==> src/rtl/cart_rom_loader_pkg.sv <==
// Shared cartridge types: loader FSM states, FIFO entry layout
// and the 27-bit memory address width also used by mapper out.addr.
package cart_rom_loader_pkg;

  localparam int ADDR_W = 27;
  localparam int DATA_W = 8;

  typedef logic [ADDR_W-1:0] addr_t;
  typedef logic [DATA_W-1:0] data_t;

  typedef enum logic [1:0] {
    LDR_IDLE,
    LDR_LOAD,
    LDR_DRAIN,
    LDR_DONE
  } ldr_state_e;

  typedef struct packed {
    logic [26:0] offset;
    logic [7:0]  data;
  } loader_entry_t;

  // Image offset to memory address; wraps mod 2^27.
  function automatic addr_t ldr_addr(
    input addr_t base,
    input addr_t off
  );
    return base + off;
  endfunction

endpackage

==> src/rtl/cart_rom_loader_if.sv <==
// Cartridge memory write port: req/addr/din held until a one-cycle ack.
// master = loader side, slave = memory controller side.
interface cart_rom_loader_if;
  import cart_rom_loader_pkg::*;

  logic  mem_req;
  addr_t mem_addr;
  data_t mem_din;
  logic  mem_ack;

  modport master (
    output mem_req,
    output mem_addr,
    output mem_din,
    input  mem_ack
  );

  modport slave (
    input  mem_req,
    input  mem_addr,
    input  mem_din,
    output mem_ack
  );

endinterface

==> src/rtl/loader_fifo.sv <==
// Single-clock FIFO. Ports: push/din, pop, head, count, full, empty.
// DEPTH must be a power of two so the pointers wrap on their own.
module loader_fifo
  import cart_rom_loader_pkg::*;
#(
  parameter int  DEPTH   = 4,
  parameter type entry_t = loader_entry_t,
  localparam int AW      = $clog2(DEPTH),
  localparam int CW      = AW + 1
) (
  input  logic          clk,
  input  logic          reset_n,
  input  logic          push,
  input  entry_t        din,
  input  logic          pop,
  output entry_t        head,
  output logic [CW-1:0] count,
  output logic          full,
  output logic          empty
);

  entry_t        mem_q [DEPTH];
  logic [AW-1:0] wr_q;
  logic [AW-1:0] rd_q;
  logic [CW-1:0] cnt_q;
  logic          do_push;
  logic          do_pop;

  assign full    = (cnt_q == CW'(DEPTH));
  assign empty   = (cnt_q == '0);
  assign do_push = push & ~full;
  assign do_pop  = pop & ~empty;
  assign head    = mem_q[rd_q];
  assign count   = cnt_q;

  always_ff @(posedge clk or negedge reset_n) begin
    if (!reset_n) begin
      wr_q  <= '0;
      rd_q  <= '0;
      cnt_q <= '0;
    end else begin
      if (do_push) wr_q <= wr_q + 1'b1;
      if (do_pop)  rd_q <= rd_q + 1'b1;
      cnt_q <= cnt_q + CW'(do_push) - CW'(do_pop);
    end
  end

  // Storage needs no reset; only pointers define validity.
  always_ff @(posedge clk) begin
    if (do_push) mem_q[wr_q] <= din;
  end

endmodule

==> src/rtl/cart_rom_loader.sv <==
// HPS download -> FIFO -> cartridge memory writes; reports rom_size,
// load_done pulse and sticky overflow. Ports: clk, reset_n, ioctl_*, mem.
module cart_rom_loader
  import cart_rom_loader_pkg::*;
#(
  parameter addr_t BASE_ADDR  = 27'h0000000,
  parameter addr_t MAX_SIZE   = 27'h0200000,
  parameter int    FIFO_DEPTH = 4
) (
  input  logic     clk,
  input  logic     reset_n,
  input  logic     ioctl_download,
  input  logic     ioctl_wr,
  input  addr_t    ioctl_addr,
  input  data_t    ioctl_dout,
  output logic     ioctl_wait,
  cart_rom_loader_if.master mem,
  output addr_t    rom_size,
  output logic     load_done,
  output logic     overflow
);

  localparam int CW = $clog2(FIFO_DEPTH) + 1;

  ldr_state_e    state_q;
  ldr_state_e    state_d;
  logic          dl_q;
  logic          dl_rise;
  logic          dl_fall;
  logic          wr_seen;
  logic          in_range;
  logic          push;
  logic          pop;
  logic          issue;
  logic          start;
  logic          active;
  loader_entry_t fifo_din;
  loader_entry_t head;
  logic [CW-1:0] count;
  logic [CW-1:0] count_nx;
  logic          full;
  logic          empty;
  addr_t         off_inc;
  addr_t         rom_size_d;
  logic          overflow_d;
  logic          mem_req_q;
  addr_t         mem_addr_q;
  data_t         mem_din_q;

  assign dl_rise  = ioctl_download & ~dl_q;
  assign dl_fall  = ~ioctl_download & dl_q;
  assign wr_seen  = ioctl_download & ioctl_wr;
  assign in_range = (ioctl_addr < MAX_SIZE);
  assign push     = wr_seen & ~full & in_range;
  assign pop      = mem_req_q & mem.mem_ack;
  assign issue    = active & ~empty & ~mem_req_q;
  assign off_inc  = ioctl_addr + 1'b1;

  assign fifo_din.offset = ioctl_addr;
  assign fifo_din.data   = ioctl_dout;

  // Occupancy after this edge, so the registered wait
  // matches the FIFO it describes.
  assign count_nx = count + CW'(push) - CW'(pop);

  loader_fifo #(
    .DEPTH   (FIFO_DEPTH),
    .entry_t (loader_entry_t)
  ) u_fifo (
    .clk     (clk),
    .reset_n (reset_n),
    .push    (push),
    .din     (fifo_din),
    .pop     (pop),
    .head    (head),
    .count   (count),
    .full    (full),
    .empty   (empty)
  );

  always_ff @(posedge clk or negedge reset_n) begin
    if (!reset_n) state_q <= LDR_IDLE;
    else          state_q <= state_d;
  end

  always_comb begin
    state_d   = state_q;
    start     = 1'b0;
    active    = 1'b0;
    load_done = 1'b0;
    unique case (state_q)
      LDR_IDLE: begin
        if (dl_rise) begin
          state_d = LDR_LOAD;
          start   = 1'b1;
        end
      end
      LDR_LOAD: begin
        active = 1'b1;
        if (dl_fall) state_d = LDR_DRAIN;
      end
      LDR_DRAIN: begin
        active = 1'b1;
        if (empty && !mem_req_q) state_d = LDR_DONE;
      end
      LDR_DONE: begin
        load_done = 1'b1;
        state_d   = LDR_IDLE;
      end
      default: state_d = LDR_IDLE;
    endcase
  end

  // Start-of-load clear comes first so a byte pushed
  // in the very first cycle still counts.
  always_comb begin
    rom_size_d = start ? '0 : rom_size;
    overflow_d = start ? 1'b0 : overflow;
    if (push && (off_inc > rom_size_d)) begin
      rom_size_d = off_inc;
    end
    if (wr_seen && (full || !in_range)) begin
      overflow_d = 1'b1;
    end
  end

  always_ff @(posedge clk or negedge reset_n) begin
    if (!reset_n) begin
      dl_q       <= 1'b0;
      ioctl_wait <= 1'b0;
      rom_size   <= '0;
      overflow   <= 1'b0;
      mem_req_q  <= 1'b0;
      mem_addr_q <= '0;
      mem_din_q  <= '0;
    end else begin
      dl_q       <= ioctl_download;
      ioctl_wait <= (count_nx >= CW'(FIFO_DEPTH - 1));
      rom_size   <= rom_size_d;
      overflow   <= overflow_d;
      if (pop) begin
        mem_req_q <= 1'b0;
      end else if (issue) begin
        mem_req_q  <= 1'b1;
        mem_addr_q <= ldr_addr(BASE_ADDR, head.offset);
        mem_din_q  <= head.data;
      end
    end
  end

  assign mem.mem_req  = mem_req_q;
  assign mem.mem_addr = mem_addr_q;
  assign mem.mem_din  = mem_din_q;

endmodule

==> src/flat_wrapper.sv <==
// flat-port wrapper written by rule: the top's interface ports become plain ports
module cart_rom_loader_flat import cart_rom_loader_pkg::*;
#(
  parameter addr_t BASE_ADDR  = 27'h0000000,
  parameter addr_t MAX_SIZE   = 27'h0200000,
  parameter int    FIFO_DEPTH = 4
)
  (clk, reset_n, ioctl_download, ioctl_wr, ioctl_addr, ioctl_dout, ioctl_wait, rom_size, load_done, overflow, mem_mem_req, mem_mem_addr, mem_mem_din, mem_mem_ack);
  cart_rom_loader_if mem_i ();
  input  logic clk;
  input  logic reset_n;
  input  logic ioctl_download;
  input  logic ioctl_wr;
  input  addr_t ioctl_addr;
  input  data_t ioctl_dout;
  output logic ioctl_wait;
  output addr_t rom_size;
  output logic load_done;
  output logic overflow;
  output wire logic [$bits(mem_i.mem_req)-1:0] mem_mem_req;
  output wire logic [$bits(mem_i.mem_addr)-1:0] mem_mem_addr;
  output wire logic [$bits(mem_i.mem_din)-1:0] mem_mem_din;
  input wire logic [$bits(mem_i.mem_ack)-1:0] mem_mem_ack;
  assign mem_mem_req = mem_i.mem_req;
  assign mem_mem_addr = mem_i.mem_addr;
  assign mem_mem_din = mem_i.mem_din;
  assign mem_i.mem_ack = mem_mem_ack;
  cart_rom_loader #(.BASE_ADDR(BASE_ADDR), .MAX_SIZE(MAX_SIZE), .FIFO_DEPTH(FIFO_DEPTH)) u_core (.clk(clk), .reset_n(reset_n), .ioctl_download(ioctl_download), .ioctl_wr(ioctl_wr), .ioctl_addr(ioctl_addr), .ioctl_dout(ioctl_dout), .ioctl_wait(ioctl_wait), .mem(mem_i), .rom_size(rom_size), .load_done(load_done), .overflow(overflow));
endmodule
==> config.mk <==
export PLATFORM = sky130hd
export DESIGN_NAME = cart_rom_loader_flat
export DESIGN_NICKNAME = d
export VERILOG_FILES = /design/src/rtl/cart_rom_loader_pkg.sv /design/src/rtl/cart_rom_loader_if.sv /design/src/rtl/loader_fifo.sv /design/src/rtl/cart_rom_loader.sv /design/src/flat_wrapper.sv
export SDC_FILE = /design/constraint.sdc
export NUM_CORES = 1
export LEC_CHECK = 0
export ABC_AREA = 1
export ABC_CLOCK_PERIOD_IN_PS = 3200
export BUFFER_PORTS_ARGS = -buffer_cell sky130_fd_sc_hd__buf_2
export CORE_ASPECT_RATIO = 1.2
export CORE_MARGIN = 10
export CORE_UTILIZATION = 31
export CTS_BUF_LIST = sky130_fd_sc_hd__clkbuf_2
export CTS_CLUSTER_SIZE = 14
export DETAILED_ROUTE_END_ITERATION = 10
export GPL_ROUTABILITY_DRIVEN = 0
export MAX_ROUTING_LAYER = met4
export PLACE_DENSITY_LB_ADDON = 0.25
export SKIP_LAST_GASP = 1
export SLEW_MARGIN = 15
export SYNTH_ARGS = -nofsm -noshare
export SYNTH_HDL_FRONTEND = slang
export SYNTH_SLANG_ARGS = --single-unit
==> constraint.sdc <==
create_clock -name clk -period 3.2 [get_ports clk]
set_input_delay 0 -clock clk [delete_from_list [all_inputs] [get_ports clk]]
set_output_delay 0 -clock clk [all_outputs]
set_load 0.01 [all_outputs]
# == Yosys cells after proc, flatten, opt, wreduce, memory -nomap -nowiden ==
# Memories as Yosys holds them, arrays and structs flattened. A register that Yosys moved wholly into a read port is not among the register bits.
# Index checks and enable logic that the tools add are counted.
# word_totals
output_inout_bits,66
register_bits,40
ramBits,140
n_memories,1
elab_cells,73
# mem_list
name,depth,word_bits,read_ports,rd_ports_with_merged_regs,write_ports,line_no,text
u_core.u_fifo.mem_q,4,35,1,1,1,loader_fifo.sv:22,entry_t mem_q [DEPTH];
# op_classes
n_eq_ne,7
addsub,7
magnitude_cmp,3
n_reduce_logical,14
bitwise,16
muxes,16
# ops
cell,count
27-bit 2-to-1 mux,2
"27-bit by 1-bit adder with 27-bit output, second input constant",1
27-bit > comparator,1
"27-bit by 22-bit < comparator with 1-bit output, second input constant",1
1-bit bitwise AND,10
1-bit 2-to-1 mux,10
2-bit one-hot mux with 4 select lines,1
3-bit by 1-bit adder with 3-bit output,2
2-bit 2-to-1 mux,3
"2-bit by 1-bit inequality test with 1-bit output, second input constant",3
1-bit NOT,6
3-bit by 1-bit subtractor with 3-bit output,2
"2-bit by 1-bit adder with 2-bit output, second input constant",2
"2-bit == test, second input constant",2
2-bit nonzero test,2
"3-bit == test, second input constant",1
"3-bit by 2-bit greater-or-equal comparator with 1-bit output, second input constant",1
1-bit logical AND,3
1-bit logical NOT,3
3-bit logical NOT,1
3-bit AND reduction,1
"2-bit by 1-bit == test with 1-bit output, second input constant",1
2-bit logical NOT,1
2-bit AND reduction,1
2 further kinds,2

# == Longest topological paths before layout ==
# logic_depth
depth_word,8
depth_mapped,22
mapped_depth_nobuf,21

# == Hierarchy ==
# From an unflattened synthesis, not the netlist that was laid out.
# hier_totals
cells_unflattened,1004
area_unflattened_um2,10196.0
# by_module_without_submodules
mod,cells_each,instances,area_each_um2
loader_fifo,501,1,5949.5
cart_rom_loader,503,1,4246.6

# == Worst setup path before layout ==
# OpenSTA, ideal clock, no wires.
# synth_timing
kind,reg-to-reg
start,"register u_core.u_fifo.cnt_q[1], in the netlist u_core.u_fifo.count[1]"
end,"memory u_core.u_fifo.mem_q[0][0] in the netlist's numbering, enable pin"
period_less_slack_ns,2.821
t_arrival_ns,2.394
required_ns,2.773
setup_time_ns,0.427
path_stages_with_launch,7
setup_slack_ns,0.379
cell_sequence,dfrtp_1 -> inv_2 -> nand2_1 -> nor2_1 -> nor2_2 -> nand3_4 -> nor2_1
# synth_between
elab_chain_len,7
# synth_lines
element,line_no,text
from (decl),loader_fifo.sv:25,logic [CW-1:0] cnt_q;
from (signal assigned),loader_fifo.sv:44,cnt_q <= cnt_q + CW'(do_push) - CW'(do_pop);
3-bit == test (*),loader_fifo.sv:29,assign full = (cnt_q == CW'(DEPTH));
1-bit NOT (*),"loader_fifo.sv:31, cart_rom_loader.sv:54",
1-bit bitwise AND (2 in a row),cart_rom_loader.sv:54,assign push = wr_seen & ~full & in_range;
1-bit bitwise AND (*),loader_fifo.sv:31,assign do_push = push & ~full;
1-bit 2-to-1 mux (*),loader_fifo.sv:50,if (do_push) mem_q[wr_q] <= din;
1-bit 2-to-1 mux (not written as such) (*),loader_fifo.sv:50,
to (decl),loader_fifo.sv:22,
# Every way passes the cells marked *; elsewhere a longest branch is shown, timed or not.

# == Worst setup path in the final report ==
# layout_timing
start,input ioctl_addr[9]
end,register u_core.rom_size[21]
# layout_between
elab_chain_len,4
word_cells_on_any_way,6
# layout_lines
element,line_no,text
from (decl),flat_wrapper.sv:14,input addr_t ioctl_addr;
27-bit by 1-bit adder with 27-bit output / 27-bit by 22-bit < comparator with 1-bit output (equally long branches),"cart_rom_loader.sv:57, cart_rom_loader.sv:53",
27-bit > comparator / 1-bit bitwise AND (equally long branches),"cart_rom_loader.sv:119, cart_rom_loader.sv:54",
1-bit logical AND,cart_rom_loader.sv:119,if (push && (off_inc > rom_size_d)) begin
27-bit 2-to-1 mux (*),cart_rom_loader.sv:119,
named net u_core.rom_size_d[21],cart_rom_loader.sv:44,addr_t rom_size_d;
to (signal assigned),cart_rom_loader.sv:139,rom_size <= rom_size_d;
to (decl),cart_rom_loader.sv:18,"output addr_t rom_size,"
# Mark *: on every way through the listed nets, which the timed path passes. The rest lies on a longest branch.
# A chain may end at the register's enable or synchronous reset.

==> run_results.csv <==
group,metric,value,unit
outcome,status,"finished, final reports clean",
min_path,worst_hold_path.num_cells,2,
worst_setup_path,crit_type,"in -> reg",
synth,synth_edf_count,140,
synth,synth_top_area_share,43.2,%
floorplanning,chipHeight,214,um
drt,drt-pass1-iter-count,6,
timing,finalMaxSlewViolations,0,
timing,fmax,0.338,GHz
worst_setup_path,worst_ep_required_time,3960,ps
pwr,power.leakage,5.29,nW
synth,synth-seq-area-share,62.5,%
drt,viasPerCell,4.60,
synth,ys_types,29,
synth,syn_area_per_cell,11.1,sq um
final_layout,layout-drive-gt1-share,23.0,%
worst_setup_path,end_kind,"flip-flop",
place,io_buffers,105,
drt,wl,26.3,mm
floorplanning,dieArea,38900,sq um
final_layout,area_growth,25.3,%
synth,synthCells,880,
synth,yosysMostFrequentCell,"nand2_1",
global_route,grt_start_max_net_pins,72,
clock_network,numCtsBuffers,55,
timing,skew,44.2,ps
min_path,hp-class,"in -> reg",
timing,hold_viol,0,
worst_setup_path,crit_chain,"dlygate4sd3_1 > dlygate4sd3_1 > buf_2 > nand4_1 > nor2_2 > nand2_1 > nor2_1 > nand3_1 > xnor2_1 > ha_1 > nand2_1 > nor2_1 > inv_1 > nor3_2 > a21oi_4 > nand2_4 > nand2_1 > nand2_1",
worst_setup_path,start_kind,"primary input",
drt,vias,7182,
global_route,antenna_found_initial,2,
synth,synth_common_cells,"nand2_1, edfxtp_1, nor2_1, o21ai_0, dfrtp_1",
synth,synth_area,9720,sq um
worst_setup_path,cp_common_cell,"nand2_1",
drt,drc,0,
clock_network,htreeDepth,2,
worst_setup_path,cp_num_buf_inv,4,
floorplanning,rows,71,
clock_network,clockRootBuffer,"clkbuf_2",
worst_setup_path,cp.arrival,3720,ps
global_route,grt-ovfl-total,0,
worst_setup_path,slowest_stage,"dlygate4sd3_1",
timing,whs,71.4,ps
pwr,power.density,672,nW/um^2
worst_setup_path,path_max_fanout,22,
timing,finalCritPeriodShare,92.5,%
final_layout,final_nets,1193,
synth,synthTopCellsByArea,"edfxtp_1, dfrtp_1, nand2_1",
global_route,grt_pass1_wl,40.7,mm
floorplanning,core_area,31200,sq um
synth,async_flop_share,34.9,%
synth,synth-main-ff-cell,"edfxtp_1",
synth,yosysWarnings,0,
synth,syn_nets,962,
floorplanning,die_x,182,um
timing,finalCriticalPeriod,2960,ps
synth,synth_seq_cells,215,
worst_setup_path,cpLargestDelayFamily,"simple AND/OR/NAND/NOR gates",
global_route,track_usage,13.5,%
pwr,peakVddDrop,0.344,mV
timing,rsz0062_at_grt,"no",
timing,relSlewSlack,41.1,%
global_route,grt_pass1_vias,7233,
timing,worst_pin_slew,882,ps
clock_network,clockBufferDepth,3,
place,dpl.hpwl,16.7,mm
synth,synth_area_leader_cell,"edfxtp_1",
clock_network,cts_tree,"built",
floorplanning,pin_count,106,
drt,initialDrtViolationCount,281,
worst_setup_path,cp.depth,18,
flow_run,drv_cap,0,
worst_setup_path,worstRegToRegCells,14,
timing,fin_setup_tns,0,ps
floorplanning,start_util,31.2,%
worst_setup_path,critical-path-max-stage-delay,530,ps
drt,final_antenna_net_count,0,
timing,finalSetupViolCount,0,
drt,wl_per_cell,16.9,um
clock_network,path_clk_slew,100,ps
clock_network,cts_num_sinks,215,
clock_network,clk_latency,860,ps
final_layout,num-fill-cells,3061,
placed cells by master, fill, tap and decap left out, drive strengths merged, types with 3 or more instances in the layout:
cell type | Yosys | routed
nand3 | 38 | 38
a21o | 3 | 3
o21ai | 79 | 79
inv | 67 | 69
dlygate4sd3 | 0 | 82
dfrtp | 75 | 75
xor2 | 15 | 15
nor3 | 10 | 10
clkinv | 2 | 17
a21oi | 15 | 16
xnor2 | 8 | 8
edfxtp | 140 | 140
nand2 | 157 | 157
nand4 | 10 | 10
ha | 40 | 40
nor2 | 113 | 113
mux2 | 35 | 35
o22ai | 35 | 35
buf | 12 | 124
clkbuf | 21 | 86
path summary, 6_finish.rpt:
check | endpoint | slack, ps | from
setup / recovery | u_core.rom_size[21] | 240 | ioctl_addr[9]
hold / removal | u_core.u_fifo.mem_q[3][14] | 70 | ioctl_addr[6]
setup reg to reg | u_core.rom_size[21] | 320 | u_core.state_q[0]
hold reg to reg | u_core.mem.mem_addr[19] | 510 | u_core.mem.mem_addr[19]
max in group asynchronous | u_core.mem.mem_addr[12] | 2620 | reset_n
min in group asynchronous | u_core.overflow | 260 | reset_n
per-layer routing:
layer | wire [um] | up-vias | share of wire, % | global-route usage, %
met1 | 11900 | 3440 | 45 | 16.3
li1 | - | 3548 | - | -
met4 | 458 | 0 | 1.7 | 4.81
met5 | 0 | - | 0 | -
met2 | 12900 | 162 | 49 | 21.9
met3 | 1090 | 32 | 4.1 | 2.53
final cells by class:
cell class / count / area, sq um / share of cell area, %
Sequential cell: 215 / 6080 / 49.9
Multi-Input combinational cell: 564 / 3270 / 26.9
Timing Repair Buffer: 206 / 1540 / 12.6
Tap cell: 401 / 502 / 4.12
Clock buffer: 86 / 430 / 3.53
Inverter: 69 / 259 / 2.13
Clock inverter: 18 / 97.6 / 0.801
Antenna cell: 2 / 5.00 / 0.0411
flip-flops by register name, summed over array words and instances (netlist names):
signal	count
u_core.dl_q	1
u_core.ioctl_wait	1
u_core.mem.mem_addr	27
u_core.mem.mem_din	8
u_core.mem.mem_req	1
u_core.overflow	1
u_core.rom_size	27
u_core.state_q	2
u_core.u_fifo.count	3
u_core.u_fifo.mem_q	140
u_core.u_fifo.rd_q	2
u_core.u_fifo.wr_q	2
stage by stage:
stage | instance area, sq um | total power, mW | util [%] | setup slack, ps | std cells
after CTS | 12200 | 8.38 | 39.0 | 237 | 1558
after floorplan | 9720 | 5.31 | - | 379 | 880
after global placement | 10800 | 6.26 | 34.6 | 154 | 1371
after global routing | 12200 | 8.82 | 39.1 | 45.1 | 1561
final | 12200 | 8.19 | 39.1 | 240 | 1561
after detailed placement | 10800 | 6.30 | 34.6 | 51.3 | 1371
logic make-up (layout without fill, tap and decap cells):
logic type,Yosys count,after routing,synth area share (%)
AO/OA/AOI/OAI,133,134,7.51
XOR/XNOR,23,23,2.07
adder cells (fa/ha/maj),42,42,5.56
buffers and inverters,102,379,4.32
flip-flops,215,215,62.5
multiplexers,35,35,4.05
other,0,2,0
AND/OR/NAND/NOR,330,330,13.9
report_power, final:
part           switching [mW]  internal, mW
logic                    1.61          1.18
clock network            1.13         0.796
registers               0.176          3.29
total                    2.92          5.27
repair_timing:
action / 4_1_cts / 5_1_grt
hold endpoints to repair: 290 / 0
endpoints found under the setup margin: 0 / 21
hold buffers: 83 / 0
buffers inserted: 0 / 0
resized for setup: 0 / 2
worst register-to-register path, stage by stage (launching register included):
cell	delay, ps
dfrtp_1	390
inv_1	90
ha_1	240
nand3_1	140
buf_12	190
nand2_1	110
ha_1	300
nand2_1	70
nor2_1	220
nand4_1	120
nor2_1	320
a21oi_4	190
nand2_4	280
nand2_1	90
nand2_1	70
No activity file was read; power rests on OpenSTA's default activity.
